`src/rtl/gshare_predictor_pkg.sv`:
```
// gshare_predictor_pkg: default gshare sizing, the fetch-to-execute prediction bundle
// and the history/PC index hash shared by the predictor and its users.
package gshare_predictor_pkg;

    localparam int GSHARE_CFG_GHSR_W      = 10;
    localparam int GSHARE_CFG_PHT_ENTRIES = 1024;

    typedef struct packed {
        logic                         taken;
        logic [GSHARE_CFG_GHSR_W-1:0] ghsr;
    } gshare_pred_t;

    // Bit i of the history lands on index bit i mod idx_w, which XORs successive
    // idx_w-wide slices together and zero-extends a history shorter than the index.
    function automatic logic [31:0] gshare_hash(
        input logic [63:0] ghsr,
        input logic [63:0] pc,
        input int          ghsr_w,
        input int          idx_w
    );
        logic [31:0] h;
        h = '0;
        for (int i = 0; i < 64; i++)
            if (i < ghsr_w) h[5'(i % idx_w)] ^= ghsr[6'(i)];
        for (int j = 0; j < 32; j++)
            if (j < idx_w) h[5'(j)] ^= pc[6'(j + 2)];
        return h;
    endfunction

endpackage

```
`src/rtl/gshare_predictor_sat_counter_table.sv`:
```
// sat_counter_table: pattern history table of saturating counters with a one-entry-per-cycle
// initialisation sweep after reset and a single read-modify-write training port.
module sat_counter_table #(
    parameter int                   ENTRIES   = 1024,
    parameter int                   IDX_W     = $clog2(ENTRIES),
    parameter int                   CTR_WIDTH = 2,
    parameter logic [CTR_WIDTH-1:0] CTR_INIT  = CTR_WIDTH'(1)
) (
    input  logic                 clk,
    input  logic                 reset_n,
    input  logic [IDX_W-1:0]     i_rd_idx,
    output logic [CTR_WIDTH-1:0] o_rd_ctr,
    input  logic                 i_wr_en,
    input  logic [IDX_W-1:0]     i_wr_idx,
    input  logic                 i_wr_taken,
    output logic                 o_busy
);

    localparam logic [0:0] INIT  = 1'b0;
    localparam logic [0:0] READY = 1'b1;

    logic [0:0]           r_state;
    logic [IDX_W-1:0]     r_ptr;
    logic [CTR_WIDTH-1:0] r_pht [ENTRIES];
    logic [CTR_WIDTH-1:0] w_cur;
    logic [CTR_WIDTH-1:0] w_next;
    logic                 w_busy;

    assign w_busy   = (r_state == INIT);
    assign w_cur    = r_pht[i_wr_idx];
    assign o_rd_ctr = r_pht[i_rd_idx];
    assign o_busy   = w_busy;

    always_comb
        w_next = i_wr_taken ? ((&w_cur) ? w_cur : w_cur + 1'b1)
                            : ((|w_cur) ? w_cur - 1'b1 : w_cur);

    always_ff @(posedge clk or negedge reset_n) begin
        if (!reset_n) begin
            r_state <= INIT;
            r_ptr   <= '0;
        end else if (w_busy) begin
            r_ptr <= r_ptr + 1'b1;
            if (r_ptr == IDX_W'(ENTRIES - 1)) r_state <= READY;
        end
    end

    // Storage is not reset: the sweep overwrites every entry before training is allowed.
    always_ff @(posedge clk) begin
        if (w_busy)
            r_pht[r_ptr] <= CTR_INIT;
        else if (i_wr_en)
            r_pht[i_wr_idx] <= w_next;
    end

endmodule

```
`src/rtl/gshare_predictor.sv`:
```
// gshare_predictor: fetch-stage direction predictor indexing a counter table with
// speculative global history XOR PC, with history recovery from execute on a mispredict.
module gshare_predictor
    import gshare_predictor_pkg::*;
#(
    parameter int                   XLEN        = 32,
    parameter int                   GHSR_WIDTH  = GSHARE_CFG_GHSR_W,
    parameter int                   PHT_ENTRIES = GSHARE_CFG_PHT_ENTRIES,
    parameter int                   CTR_WIDTH   = 2,
    parameter logic [CTR_WIDTH-1:0] CTR_INIT    = CTR_WIDTH'(1)
) (
    input  logic                  clk,
    input  logic                  reset_n,
    input  logic                  lookup_valid,
    input  logic [XLEN-1:0]       lookup_pc,
    output logic                  predict_taken,
    output logic [GHSR_WIDTH-1:0] predict_ghsr,
    output logic                  busy,
    input  logic                  update_valid,
    input  logic [XLEN-1:0]       update_pc,
    input  logic [GHSR_WIDTH-1:0] update_ghsr,
    input  logic                  update_taken,
    input  logic                  update_mispredict
);

    localparam int PHT_IDX_W = $clog2(PHT_ENTRIES);

    logic [GHSR_WIDTH-1:0] r_ghsr;
    logic [GHSR_WIDTH-1:0] w_spec;
    logic [GHSR_WIDTH-1:0] w_rec;
    logic [PHT_IDX_W-1:0]  w_rd_idx;
    logic [PHT_IDX_W-1:0]  w_wr_idx;
    logic [CTR_WIDTH-1:0]  w_rd_ctr;
    logic                  w_busy;

    assign w_rd_idx = PHT_IDX_W'(gshare_hash(64'(r_ghsr), 64'(lookup_pc), GHSR_WIDTH, PHT_IDX_W));
    assign w_wr_idx = PHT_IDX_W'(gshare_hash(64'(update_ghsr), 64'(update_pc), GHSR_WIDTH, PHT_IDX_W));

    assign predict_taken = !w_busy && w_rd_ctr[CTR_WIDTH-1];
    assign predict_ghsr  = w_busy ? '0 : r_ghsr;
    assign busy          = w_busy;

    // Truncating the concatenation keeps the shift legal when the history is one bit wide.
    assign w_spec = GHSR_WIDTH'({r_ghsr, predict_taken});
    assign w_rec  = GHSR_WIDTH'({update_ghsr, update_taken});

    always_ff @(posedge clk or negedge reset_n) begin
        if (!reset_n)
            r_ghsr <= '0;
        else if (!w_busy) begin
            if (update_valid && update_mispredict)
                r_ghsr <= w_rec;
            else if (lookup_valid)
                r_ghsr <= w_spec;
        end
    end

    sat_counter_table #(
        .ENTRIES   (PHT_ENTRIES),
        .IDX_W     (PHT_IDX_W),
        .CTR_WIDTH (CTR_WIDTH),
        .CTR_INIT  (CTR_INIT)
    ) u_table (
        .clk        (clk),
        .reset_n    (reset_n),
        .i_rd_idx   (w_rd_idx),
        .o_rd_ctr   (w_rd_ctr),
        .i_wr_en    (update_valid),
        .i_wr_idx   (w_wr_idx),
        .i_wr_taken (update_taken),
        .o_busy     (w_busy)
    );

endmodule

```
`config.mk`:
```
export PLATFORM = sky130hd
export DESIGN_NAME = gshare_predictor
export DESIGN_NICKNAME = d
export VERILOG_FILES = /design/src/rtl/gshare_predictor_pkg.sv /design/src/rtl/gshare_predictor_sat_counter_table.sv /design/src/rtl/gshare_predictor.sv
export SDC_FILE = /design/constraint.sdc
export NUM_CORES = 2
export LEC_CHECK = 0
export BUFFER_PORTS_ARGS = -buffer_cell sky130_fd_sc_hd__buf_2
export CAP_MARGIN = 20
export CORE_ASPECT_RATIO = 0.75
export CORE_MARGIN = 5
export CORE_UTILIZATION = 50
export CTS_BUF_LIST = sky130_fd_sc_hd__clkbuf_16
export DETAILED_ROUTE_END_ITERATION = 10
export PLACE_DENSITY_LB_ADDON = 0.3
export SLEW_MARGIN = 20
export SYNTH_ARGS = -nofsm -noshare
export SYNTH_HDL_FRONTEND = slang
export SYNTH_SLANG_ARGS = --single-unit
```
`constraint.sdc`:
```
create_clock -name clk -period 93.3 [get_ports clk]
set_input_delay 13.995 -clock clk [delete_from_list [all_inputs] [get_ports clk]]
set_output_delay 13.995 -clock clk [all_outputs]
set_load 0.005 [all_outputs]
```
## Word-level counts from Yosys, hierarchy flattened

Memory sizes are Yosys's and may differ from the RTL's.
Index checks and enable logic that the tools add are counted.

| word-level totals | value |
|---|---|
| flip-flop bits (word level) | 21 |
| bits in writable memories | 2048 |
| output and inout bits | 12 |
| word-level logic and storage cells | 51 |
| memories kept | 1 |

| cells by class | value |
|---|---|
| add/sub/neg operators | 3 |
| equal/unequal tests | 1 |
| multiplexer cells | 15 |
| bitwise operators | 21 |
| reductions and logical operators | 7 |

Memory list:

| name | words | bits a word | read ports | clocked after Yosys merged registers in | write ports | RTL line | text |
|---|---|---|---|---|---|---|---|
| u_table.r_pht | 1024 | 2 | 2 | 0 | 1 | gshare_predictor_sat_counter_table.sv:24 | `logic [CTR_WIDTH-1:0] r_pht [ENTRIES];` |

Operator list:

| kind | number |
|---|---|
| two-way mux 10 bit | 4 |
| bitwise XOR 1 bit | 20 |
| adder 10 x 1 -> 10 bit, second input constant | 1 |
| equality test 10 bit, second input constant | 1 |
| two-way mux 2 bit | 4 |
| two-way mux 1 bit | 7 |
| AND reduction 2 bit | 2 |
| OR reduction 2 bit | 2 |
| adder 2 x 1 -> 2 bit, second input constant | 1 |
| logical AND 1 bit | 2 |
| nonzero test 2 bit | 1 |
| subtractor 2 x 1 -> 2 bit, second input constant | 1 |
| NOT 1 bit | 1 |

## Depth between registers and ports, before layout

An unclocked memory read counts as a cell.

| logic depth | value |
|---|---|
| word-level depth | 6 |
| depth in mapped cells | 15 |
| depth with buffers taken out | 10 |

## Cells and area by module

A second synthesis with hierarchy kept.

| unflattened totals | value |
|---|---|
| cells, all modules | 5910 |
| area total of the unflattened synthesis | 101487.3 sq um |

Modules (own cells, without submodules):

| module | instances | cells an instance | area each (sq um) |
|---|---|---|---|
| sat_counter_table | 1 | 5845 | 100741.6 |
| gshare_predictor | 1 | 65 | 745.7 |

## Worst setup path before layout

OpenSTA, ideal clock, no wires.

| timing | value |
|---|---|
| path kind | input to register |
| from | input port update_ghsr[5] |
| to | memory u_table.r_pht[0][1] (data pin) |
| setup time | 5.675 ns |
| data arrival time | 43.479 ns |
| path slack | 44.147 ns |
| stages on the path | 13 |
| buffers on the path | 3 |
| path through | xor2_1 buf_2 nor4_1 clkbuf_1 clkbuf_1 a22oi_1 nand4_1 a22oi_1 nand2_1 nor3_1 nor4_2 o21ai_1 a21oi_1 |

| on the way | value |
|---|---|
| longest elaborated chain between the ends | 6 |
| elaborated cells between the ends (all ways) | 10 |

RTL lines:

| what | RTL line | text |
|---|---|---|
| start, declared | gshare_predictor.sv:21 | `input logic [GHSR_WIDTH-1:0] update_ghsr,` |
| bitwise XOR 1 bit (*) | gshare_predictor_pkg.sv:26 | `if (j < idx_w) h[5'(j)] ^= pc[6'(j + 2)];` |
| memory read (1024 x 2 bit) (*) | n/a |  |
| subtractor 2 x 1 -> 2 bit (tied with other cells) | gshare_predictor_sat_counter_table.sv:36 | `: ((\|w_cur) ? w_cur - 1'b1 : w_cur);` |
| two-way mux 2 bit (on tied branches) | gshare_predictor_sat_counter_table.sv:36, gshare_predictor_sat_counter_table.sv:35 |  |
| two-way mux 2 bit (*) | gshare_predictor_sat_counter_table.sv:35 | `w_next = i_wr_taken ? ((&w_cur) ? w_cur : w_cur + 1'b1)` |
| two-way mux 2 bit (no line) (*) | n/a |  |
| end, declared | gshare_predictor_sat_counter_table.sv:24 |  |

Every way passes the cells marked *; elsewhere a longest branch is shown, timed or not.

## Worst setup path in the final report

| timing | value |
|---|---|
| from | input port lookup_pc[3] |
| to | output port predict_taken |

| on the way | value |
|---|---|
| longest elaborated chain between the ends | 3 |

RTL lines:

| what | RTL line | text |
|---|---|---|
| start, declared | gshare_predictor.sv:15 | `input logic [XLEN-1:0] lookup_pc,` |
| bitwise XOR 1 bit | gshare_predictor_pkg.sv:26 |  |
| memory read (1024 x 2 bit) | n/a |  |
| logical AND 1 bit | gshare_predictor.sv:39 | `assign predict_taken = !w_busy && w_rd_ctr[CTR_WIDTH-1];` |
| end, declared | gshare_predictor.sv:16 | `output logic predict_taken,` |

No other way between the ends.

==> results.sh <==
export IMPL_outcome="finished, final reports clean"
export IMPL_synth_seq_cells=2069
export IMPL_clock_root_buffer="clkbuf_16"
export IMPL_min_path_type="flop to flop"
export IMPL_dieHeight_microns=382.0
export IMPL_gp_congestion=0.9145
export IMPL_fp_row_count=136
export IMPL_worstRegToRegCells=11
export IMPL_async_flop_share_pct=1.015
export IMPL_p_int_mw=1.438
export IMPL_die_w_microns=506.1
export IMPL_synthFlopType="edfxtp_1"
export IMPL_syn_to_final_growth_pct=9.773
export IMPL_grt_first_pass_wirelength_microns=398900
export IMPL_synth_top_area_share_pct=66.65
export IMPL_worstSetupEndpoint="predict_taken"
export IMPL_synth_top_area_cell="edfxtp_1"
export IMPL_clock_sinks=2069
export IMPL_drcViolationCount=0
export IMPL_drive_gt1_share_pct=25.10
export IMPL_tns_ns=0
export IMPL_netlist_top_cells_count="2048 x edfxtp_1, 1080 x nor2_1, 807 x mux4_2"
export IMPL_routed_via_density=7.023
export IMPL_drtAntennaViolNets=0
export IMPL_syn_inst=5363
export IMPL_rr_startpoint="u_table.r_pht[619][0]"
export IMPL_switching_power_mw=0.4172
export IMPL_path_cells="buf_2 -> xor2_4 -> buf_4 -> buf_12 -> buf_12 -> buf_4 -> mux4_2 -> mux2i_1 -> mux4_2 -> and2_1 -> a211oi_1 -> a211oi_1 -> nor4_2 -> buf_2"
export IMPL_ctsHoldBuffers=0
export IMPL_timing_reg2reg_setup_slack_ns=85.97
export IMPL_period_needed_ns=33.90
export IMPL_ios=92
export IMPL_critPathLaunch="lookup_pc[3]"
export IMPL_synth_edf_count=2048
export IMPL_crit_buf_inv=6
export IMPL_antenna_found_initial=19
export IMPL_hp_start="u_table.r_ptr[4]"
export IMPL_nNetsFinal=5412
export IMPL_syn_cell_area_sq_mm=0.09227
export IMPL_grt_setup_unrepaired="false"
export IMPL_fin_area_sq_mm=0.1013
export IMPL_grt_usage_pct=29.06
export IMPL_drt_iter0_drc=9278
export IMPL_drt_pass1_iter_count=6
export IMPL_seq_area_sq_mm=0.06202
export IMPL_end_kind="output port"
export IMPL_routed_wl_microns=283500
export IMPL_hpwl_microns=165800
export IMPL_critPathLaunchType="primary input"
export IMPL_dieArea_sq_mm=0.1933
export IMPL_cts_setup_buffers=0
export IMPL_fmax_ghz=0.02950
export IMPL_fillers=14030
export IMPL_vias=55540
export IMPL_final_period_utilization_pct=36.33
export IMPL_grt_start_max_net_pins=251
export IMPL_cpMaxStageDelayCell="a211oi_1"
export IMPL_leakage_nw=30.23
export IMPL_cts_tree="done"
export IMPL_p_clk_share_pct=39.8
export IMPL_max_slew_margin_rel_pct=5.046
export IMPL_wl_per_cell_microns=35.85
export IMPL_power_per_cell_area_mw_per_mm2=18.32
export IMPL_pre_cts_slack_ns=59.56
export IMPL_vdd_drop_max_v=0.00001523
export IMPL_switching_share_pct=22.48
export IMPL_setup_ws_ns=59.40
export IMPL_rr_endpoint="u_table.r_pht[832][0]"
export IMPL_dpl_instance_area_sq_mm=0.09550
export IMPL_hold_viol=0
export IMPL_critPathTopFamily="buffers and inverters"
export IMPL_ys_warn_count=0
export IMPL_combPwrFrac_pct=6.0
export IMPL_setup_viol=0
export IMPL_gr_total_overflow=0
export IMPL_path_max_fanout=86
export IMPL_multi_input_area_sq_mm=0.02868
export IMPL_grt_pass1_vias=53770
export IMPL_pwr_share_seq_pct=54.2
export IMPL_avgSynthCellArea_sq_um=17.21
export IMPL_synth_cell_types=62
export IMPL_h_tree_depth=4
export IMPL_cp_arrival_ns=19.90
export IMPL_core_sq_mm=0.1834
export IMPL_yosysMostFrequentCell="edfxtp_1"
export IMPL_crit_cells=14
export IMPL_start_util_pct=50.30
export IMPL_critical_path_max_stage_delay_ns=0.90
export IMPL_post_cts_resized=0
export IMPL_maxCapViolations=0
export IMPL_cts_clk_slew_worst_paths_ns=0.06
export IMPL_clockBufferDepth=3
export IMPL_skew_ns=0.04579
export IMPL_worst_pin_slew_ns=1.388
export IMPL_insertion_delay_ns=0.84
export IMPL_worstSetupPathType="primary input to output port"
export IMPL_crit_required_ns=79.31
export IMPL_cts_buffers=185
export IMPL_seq_area_frac_synth_pct=67.22
export IMPL_synth_area_leaders="edfxtp_1 67%, mux4_2 20%, nor2_1 4.4%, nand2_1 1.2%, a22oi_1 1.1%"
export IMPL_slew_violations=0
export IMPL_syn_nets=5444
export IMPL_port_buffer_count=47
## logic make-up after synthesis
| family | share of synthesized area (%) |
|---|---|
| flops | 67.22 |
| mux | 20.42 |
| compound gates | 2.697 |
| fa+ha+maj | 0.01356 |
| simple gates | 6.944 |
| buf+inv | 2.305 |
| xor+xnor | 0.4081 |
## final cells by class
type                            instances  share of cell area [%]
Antenna cell                            8                 0.01976
Tap cell                             2415                   2.983
Inverter                                3                 0.01112
Timing Repair Buffer                  226                   1.773
Clock inverter                        148                  0.9017
Sequential cell                      2069                   61.23
Clock buffer                          193                   4.768
Multi-Input combinational cell       2846                   28.31
## cells in the final DEF (no fill, tap or decap), drive strengths merged, types with 7 or more instances in the layout
cell type	count
a32oi	17
a22o	16
nor4	25
a31oi	28
a21oi	59
xor2	21
clkinvlp	7
bufinv	9
xnor2	22
clkbuf	193
inv	48
a22oi	139
o21ai	21
nor2	1080
o211ai	7
diode	8
nand3	68
and2	16
edfxtp	2048
nand2	286
mux4	807
nor3	16
mux2i	64
a211oi	7
clkinv	87
nand2b	10
buf	226
dfrtp	21
nand4	44
a221oi	13
o31ai	9
## flip-flops by register name, summed over array words and instances, names as in the netlist
register / count
u_table.r_pht: 2048
u_table.r_state: 1
u_table.r_ptr: 10
r_ghsr: 10
## through the flow
stage	utilization [%]	cells	total power, mW	hold WS (ns)
2_1_floorplan	-	5363	1.093	0.4628
3_5_place_dp	52.06	7559	1.134	0.5034
4_1_cts	55.19	7900	1.857	0.5151
6_report	55.22	7908	1.856	0.5343
5_1_grt	55.21	7901	1.906	0.5323
3_3_place_gp	52.00	7554	1.134	0.5051
## routing by layer
metal	part of all wire (%)	vias to the layer above	track usage [%]
met4	4.8	18	11.60
li1	-	21470	-
met5	0.038	-	0
met3	16	770	10.77
met1	36	28880	40.53
met2	44	4401	41.83
## worst reg2reg max path, cell delays in order (launching register included)
cell and delay, ns:
edfxtp_1 0.39, mux4_2 0.48, mux4_2 0.55, a211o_1 0.32, nor4_1 0.62, and4_1 0.52, nor4_2 0.15, nor2b_1 0.18
o31a_4 0.72, buf_4 1.02, buf_4 0.98, buf_4 0.92
## power by group through the flow
| stage | combinational (mW) | clock (mW) | sequential (mW) |
|---|---|---|---|
| 2_1_floorplan | 0.0679 | 0 | 1.03 |
| 3_3_place_gp | 0.109 | 0 | 1.03 |
| 3_5_place_dp | 0.109 | 0 | 1.03 |
| 4_1_cts | 0.109 | 0.743 | 1.01 |
| 5_1_grt | 0.114 | 0.788 | 1.00 |
| 6_report | 0.112 | 0.739 | 1.01 |
## worst min path at each step
stage,to,cells past startpoint,slack [ns]
2_1_floorplan,u_table.r_ptr[9],1,0.46
3_3_place_gp,u_table.r_ptr[4],1,0.51
3_5_place_dp,u_table.r_ptr[9],1,0.50
4_1_cts,u_table.r_ptr[9],1,0.52
5_1_grt,u_table.r_ptr[9],1,0.53
6_report,u_table.r_ptr[4],1,0.53
No activity file was read; power rests on OpenSTA's default activity.
